--- config.mk ---
export PLATFORM = sky130hd
export DESIGN_NAME = axis_packet_generator
export DESIGN_NICKNAME = d
export VERILOG_FILES = /design/src/rtl/axis_packet_generator.sv
export SDC_FILE = /design/constraint.sdc
export NUM_CORES = 1
export LEC_CHECK = 0
export ABC_CLOCK_PERIOD_IN_PS = 9800
export BUFFER_PORTS_ARGS = -buffer_cell sky130_fd_sc_hd__buf_4
export CAP_MARGIN = 20
export CELL_PAD_IN_SITES_DETAIL_PLACEMENT = 1
export CELL_PAD_IN_SITES_GLOBAL_PLACEMENT = 2
export CORE_ASPECT_RATIO = 1.4
export CORE_MARGIN = 1
export CORE_UTILIZATION = 26
export CTS_CLUSTER_DIAMETER = 150
export DETAILED_ROUTE_END_ITERATION = 12
export PLACE_DENSITY_LB_ADDON = 0.2
export REMOVE_ABC_BUFFERS = 1
export SYNTH_ARGS = -nofsm -noshare
export SYNTH_HDL_FRONTEND = slang
export SYNTH_SLANG_ARGS = --single-unit
--- constraint.sdc ---
create_clock -name clk -period 9.8 [get_ports clk]
set_clock_uncertainty 0.1 [all_clocks]
set_input_delay 0.98 -clock clk [delete_from_list [all_inputs] [get_ports clk]]
set_output_delay 0.98 -clock clk [all_outputs]
set_load 0.01 [all_outputs]
--- src/rtl/axis_packet_generator.sv ---
// AXI-Stream packet source: framed packets of programmable length/count with a deterministic byte pattern.
// Optional backpressure stall counter enabled by defining PKTGEN_STALL_COUNT_EN.
module axis_packet_generator #(
    parameter int DATA_BYTES = 32,
    parameter int LEN_W      = 16,
    parameter int GAP_CYCLES = 4
) (
    input  logic                    clk,
    input  logic                    resentn,
    input  logic                    start,
    input  logic                    stop,
    input  logic [LEN_W-1:0]        pkt_len,
    input  logic [7:0]              num_packets,
    output logic [8*DATA_BYTES-1:0] axisout_tdata,
    output logic [DATA_BYTES-1:0]   axisout_tkeep,
    output logic                    axisout_tvalid,
    output logic                    axisout_tlast,
    input  logic                    axisout_tready,
    output logic                    busy,
    output logic                    done,
    output logic [7:0]              pkts_sent,
    output logic [31:0]             stall_count
);

    localparam int OFF_W  = $clog2(DATA_BYTES);
    localparam int BEAT_W = LEN_W - OFF_W;
    localparam int GAP_W  = (GAP_CYCLES > 1) ? $clog2(GAP_CYCLES) : 1;

    typedef enum logic [1:0] {IDLE, SEND, GAP} state_t;

    state_t              state, state_nxt;
    logic [LEN_W-1:0]    len_q;
    logic [7:0]          num_q;
    logic [BEAT_W-1:0]   beat_cnt;
    logic [BEAT_W-1:0]   last_beat;
    logic [GAP_W-1:0]    gap_cnt;
    logic                run_start, run_end, beat_acc, pkt_acc, is_last;
    logic [DATA_BYTES-1:0] keep;
    logic [7:0]          base;

    function automatic logic [DATA_BYTES-1:0] last_keep(input logic [LEN_W-1:0] len);
        logic [OFF_W-1:0] rem;
        rem = len[OFF_W-1:0];
        if (rem == '0)
            return '1;
        return (DATA_BYTES'(1) << rem) - DATA_BYTES'(1);
    endfunction

    // Index of the final beat: ceil(len/DATA_BYTES) - 1
    assign last_beat = BEAT_W'((len_q - LEN_W'(1)) >> OFF_W);
    assign is_last   = (beat_cnt == last_beat);

    always_ff @(posedge clk or negedge resentn) begin
        if (!resentn)
            state <= IDLE;
        else
            state <= state_nxt;
    end

    always_comb begin
        state_nxt      = state;
        run_start      = 1'b0;
        run_end        = 1'b0;
        axisout_tvalid = (state == SEND);
        busy           = (state != IDLE);
        beat_acc       = (state == SEND) && axisout_tready;
        pkt_acc        = beat_acc && is_last;
        case (state)
            IDLE: begin
                if (start && pkt_len != '0) begin
                    run_start = 1'b1;
                    state_nxt = SEND;
                end
            end
            SEND: begin
                if (pkt_acc) begin
                    if ((num_q != 8'd0 && pkts_sent + 8'd1 == num_q) || stop) begin
                        run_end   = 1'b1;
                        state_nxt = IDLE;
                    end else if (GAP_CYCLES == 0) begin
                        state_nxt = SEND;
                    end else begin
                        state_nxt = GAP;
                    end
                end
            end
            GAP: begin
                if (stop) begin
                    run_end   = 1'b1;
                    state_nxt = IDLE;
                end else if (gap_cnt == GAP_W'(GAP_CYCLES - 1)) begin
                    state_nxt = SEND;
                end
            end
            default: state_nxt = IDLE;
        endcase
    end

    always_ff @(posedge clk or negedge resentn) begin
        if (!resentn) begin
            len_q     <= '0;
            num_q     <= '0;
            beat_cnt  <= '0;
            gap_cnt   <= '0;
            pkts_sent <= '0;
            done      <= 1'b0;
        end else begin
            done    <= run_end;
            gap_cnt <= (state == GAP) ? gap_cnt + GAP_W'(1) : '0;
            if (run_start) begin
                len_q     <= pkt_len;
                num_q     <= num_packets;
                pkts_sent <= '0;
                beat_cnt  <= '0;
            end else if (beat_acc) begin
                beat_cnt <= pkt_acc ? '0 : beat_cnt + BEAT_W'(1);
                if (pkt_acc)
                    pkts_sent <= pkts_sent + 8'd1;
            end
        end
    end

    // Payload is a pure function of beat index, lane and packet index, so it holds while stalled
    always_comb begin
        axisout_tdata = '0;
        axisout_tkeep = '0;
        axisout_tlast = 1'b0;
        keep          = '0;
        base          = '0;
        if (state == SEND) begin
            keep          = is_last ? last_keep(len_q) : '1;
            base          = 8'(beat_cnt) << OFF_W;
            axisout_tkeep = keep;
            axisout_tlast = is_last;
            for (int k = 0; k < DATA_BYTES; k++) begin
                if (keep[k])
                    axisout_tdata[k*8 +: 8] = base + 8'(k) + pkts_sent;
            end
        end
    end

`ifdef PKTGEN_STALL_COUNT_EN
    always_ff @(posedge clk or negedge resentn) begin
        if (!resentn)
            stall_count <= '0;
        else if (run_start)
            stall_count <= '0;
        else if (axisout_tvalid && !axisout_tready && stall_count != 32'hFFFF_FFFF)
            stall_count <= stall_count + 32'd1;
    end
`else
    assign stall_count = '0;
`endif

endmodule
[Word-level counts from Yosys, hierarchy flattened]
Cells that the tools add are included.
Storage, ports and cells
  bits in registers: 48
  word-level logic and storage cells: 158
Cells by class
  add/subtract/negate cells: 68
  equal/unequal tests: 8
  shift operators: 1
  muxes and demuxes: 60
  reductions and logical operators: 14
Operators with widths (number)
  $mux W8: 35
  $add A8 B8 Y8: 32
  $mux W256: 1
  $mux W32: 5
  $add A8 B5 Y8 const B: 16
  $add A8 B4 Y8 const B: 8
  $mux W11: 3
  $add A8 B3 Y8 const B: 4
  $shl A1 B5 Y32 const A: 1
  $sub A32 B2 Y32 const B: 1
  $add A8 B1 Y8 const B: 2
  $add A8 B2 Y8 const B: 2
  $reduce_bool A16 Y1: 1
  $sub A16 B1 Y16 const B: 1
  $mux W2: 6
  $add A11 B1 Y11 const B: 1
  $eq A11 B11 Y1: 1
  $eq A8 B8 Y1: 1
  $mux W1: 8
  $reduce_bool A8 Y1: 1
  $pmux W2 S3: 1
  $reduce_bool A2 Y1: 3
  $logic_not A5 Y1: 1
  $eq A2 B2 Y1 const B: 2
  other kinds (11): 14

[Depth between registers and ports, before layout]
  depth after elaboration: 8
  mapped depth: 14
  mapped depth without buffers: 10

[Worst setup path before layout]
No wires, ideal clock.
  path kind: reg2out
  start point: register len_q[2]
  end point: output axisout_tdata[85]
  arrival time: 3.437 ns
  data required time: 8.720 ns
  setup slack: 5.283 ns
  cell stages (with the launch flop): 15
  cell sequence: dfrtp_1 clkbuf_1 or4_1 nor2_1 buf_1 clkbuf_1 inv_1 ha_1 clkbuf_1 nand2b_1 nor2_1 a31oi_1 nor2_1 a2111oi_4 nor3_1
Between the ends
  cells in the longest elaborated chain, start to end: 8
  elaborated cells between the ends (all ways): 12
  those cells by class: add/sub (2); eq/ne (1); shift (1); mux (7); reduce/logical (1)
Ends and longest elaborated chain
  from (decl): RTL line 32  | logic [LEN_W-1:0] len_q;
  from (signal assigned): RTL line 111  | len_q <= pkt_len;
  parallel branches: the longest is 5 deep, another holds $sub A32 B2 Y32
  $mux W32 *: RTL line 131  | keep = is_last ? last_keep(len_q) : '1;
  $mux W8 *: RTL line 136  | if (keep[k])
  $mux W256 *: RTL line 130  | if (state == SEND) begin
  to (decl): RTL line 14  | output logic [8*DATA_BYTES-1:0] axisout_tdata,
Every way passes the cells marked *. The select of a mux whose other input is x is not followed.

[Worst setup path after layout]
  start point: register len_q[4]
  end point: output axisout_tdata[87]
Same word-level chain as after synthesis.

==> metrics <==
core area 0.0286 mm2; WS Path Type flip-flop to output port; TritonCTS clock tree yes; Starting DRT DRC Count around 370; row count 73; total gr overflow 0; Total Routing Usage GR between 20% and 30%; combinational group share of total power 80.4%; Synth Register Bits 48; Clk pin slew, worst setup/hold paths roughly 0.070 ns; cts hold-fix bufs 0; most frequent cells in the layout buf_4, nor2_1, nand2_1; largest net degree at the start of global routing 70; Switching Fraction between 50% and 60%; number of port buffers between 300 and 400; most frequent cell on the critical path buf_4; clock tree buffer depth 2; FF-to-FF End pkts_sent[5]; Die ar. 0.0300 mm2; most common cell after layout, fill and taps aside buf_4; ys async rst share 100%; library cells used by synthesis between 60 and 70; Setup TNS Final 0 ns; dpl hpwl between 30000 and 40000 um; 1st-pass router iterations 4; compound-gate portion of the synthesized area 18.0%; Slew HR 27.9%; Max Slew Vio Count 0; yosys warns 0; initial antenna violation count 0; Reg-to-Reg Start len_q[4]; CTS Buf Count 5; Post-CTS Setup Repair Bufs 0; Sequential Power Share between 10% and 20%; EDFF count, synth 0; first-pass GRT wire length slightly below 60000 um; Power Density between 300 and 400 mW/mm2; ys flop type dfrtp_1; DR WL/cell roughly 21 um; CTS root buffer clkbuf_16; vias in the first global route between 9000 and 10000; ANT cells 0; vias per cell between 4 and 5; Min-Delay Path Class flip-flop to flip-flop; Synth-to-Final Area Change 35.8%; RSZ-0062 raised after global routing no; post-synthesis cell area between 0.007 and 0.008 mm2; Routed WL ~39000 um; Cell Int Power approximately 1.4 mW; LEAKAGE 5.20 nW; Net count, final ~1500; Synth Area in Adders slightly below 5%; synthesized area per cell 6.41 um2; Hold Path Depth 1; Final GP Congestion about 0.85; arrival time of the worst setup path 4.72 ns; non-filler cells, final about 1800; Sink Count 48; Req. time, crit path 8.72 ns; CTS resizes 0; fin crit period 5.80 ns; Critical Path Start Type flip-flop; # DRC 0; Ports around 360; mux cell area share after synthesis less than 1%; max cap viols 0; P_sw about 1.8 mW; Die H around 200 um; CP cell instances nor4_2, nand2_1, or4_1, a21oi_1, nand4_1, buf_4, a2111oi_4, nor3_1, buf_4; Starting Density a little over a quarter; H-Tree Depth 2; largest family of logic cells by synthesized area simple AND/OR/NAND/NOR gates; Antenna Violating Nets Remaining 0; outcome complete, no violations; setup violators final 0; Post-Syn Instances 1187; crit-path max FO 69; xor/xnor share of the synthesized area between 10% and 20%; Min-Delay Endpoint gap_cnt[0]; vias 9053; Worst Hold Launch gap_cnt[0]; clock power share around 5.7%; share of post-route cells with drive strength above 1 between 20% and 30%; post-synthesis sequential area ratio between 10% and 20%; clk_lat worst skew roughly 0.30 ns; Synth Area in Simple Gates about a third; Fillers about 3700; R2R depth 8; r2r setup slk ~5.9 ns; CP max stage delay between 1 and 1.5 ns; Fmax achieved between 150 and 200 MHz; DIE WIDTH roughly 150 um; CP endpoint kind output port; Peak VDD IR approximately 0.11 mV; Placed Cells roughly 1800; Final Cycle Share between 50% and 60%; Worst path slowest cell a2111oi_4; measured slew at the worst slew-check pin 1.08 ns; Fin Hold WS 0.343 ns; Hold Vio Cnt, Final 0
[state kept, by name (all words and copies together), names as in the netlist]
name,cells
len_q,16
pkts_sent,8
num_q,8
state,2
beat_cnt,11
gap_cnt,2
done,1
[power by group through the flow]
stage,clock network [mW],logic (mW),registers [mW]
final,0.183,2.56,0.440
after global routing,0.192,2.78,0.461
after CTS,0.189,2.59,0.440
after detailed placement,0,2.58,0.444
after global placement,0,2.57,0.439
after floorplan,0,1.36,0.386
[how the worst max path moves through the flow]
stage | endpoint | slack, ns | from
after floorplan | axisout_tdata[37] | 2.74 | len_q[4]
after global placement | axisout_tdata[85] | 4.43 | len_q[4]
after detailed placement | axisout_tdata[82] | 4.31 | len_q[4]
after CTS | axisout_tdata[82] | 3.98 | len_q[4]
after global routing | axisout_tdata[87] | 3.60 | len_q[4]
final | axisout_tdata[87] | 4.00 | len_q[4]
[cells in the mapped netlist, types with 7 or more instances]
| library cell | count | area (um2) |
|---|---|---|
| a21oi_1 | 76 | 380 |
| a31oi_1 | 22 | 138 |
| and2_1 | 11 | 68.8 |
| buf_1 | 10 | 37.5 |
| buf_2 | 7 | 35.0 |
| buf_4 | 33 | 248 |
| clkbuf_1 | 77 | 289 |
| dfrtp_1 | 48 | 1200 |
| ha_1 | 26 | 325 |
| inv_1 | 57 | 214 |
| nand2_1 | 165 | 619 |
| nand3_1 | 18 | 90.1 |
| nand4_1 | 7 | 43.8 |
| nor2_1 | 262 | 983 |
| nor2b_1 | 17 | 106 |
| nor3_1 | 40 | 200 |
| o21ai_0 | 25 | 125 |
| o31ai_1 | 11 | 82.6 |
| o31ai_2 | 20 | 250 |
| or2_2 | 7 | 43.8 |
| or4_1 | 12 | 90.1 |
| xnor2_1 | 82 | 718 |
| xor2_1 | 60 | 526 |
[layer usage]
metal	track usage, %	vias to the layer above	share of wire, %
met5	0	-	0
met1	28.9	4329	39
li1	-	4337	-
met2	47.7	322	52
met3	3.08	65	5.0
met4	11.6	0	4.3
[critical path: cells and delay by family, from the launching register on]
family                 cells  cell delay (ns)
AO/OA/AOI/OAI              2             1.18
buffers and inverters      2             0.58
flip-flops                 1             0.71
AND/OR/NAND/NOR            5             1.90
[through the flow]
| step | util [%] | total power, mW | area, um2 | setup WS (ns) |
|---|---|---|---|---|
| floorplan | - | 1.74 | 7120 | 2.74 |
| global placement | 35.6 | 3.01 | 10200 | 4.43 |
| detailed placement | 35.6 | 3.03 | 10200 | 4.31 |
| CTS | 36.1 | 3.22 | 10300 | 3.98 |
| global route | 36.1 | 3.43 | 10300 | 3.60 |
| finish | 36.1 | 3.18 | 10300 | 4.00 |
[cells by family after synthesis]
kind of cell,count (synthesis)
buffers and inverters,185
AO/OA/AOI/OAI,199
AND/OR/NAND/NOR,578
multiplexers,6
adder cells (fa/ha/maj),28
XOR/XNOR,142
flip-flops,48
other,1
[layout make-up]
class	count	area, um2	area share, %
clock buffer	6	139	1.34
timing repair buffer	342	2570	24.9
clock inverter	2	10.0	0.0969
sequential	48	1200	11.6
inverter	58	218	2.11
tap	375	469	4.54
multi-input combinational	985	5720	55.4
(Power assumes the default switching activity.)
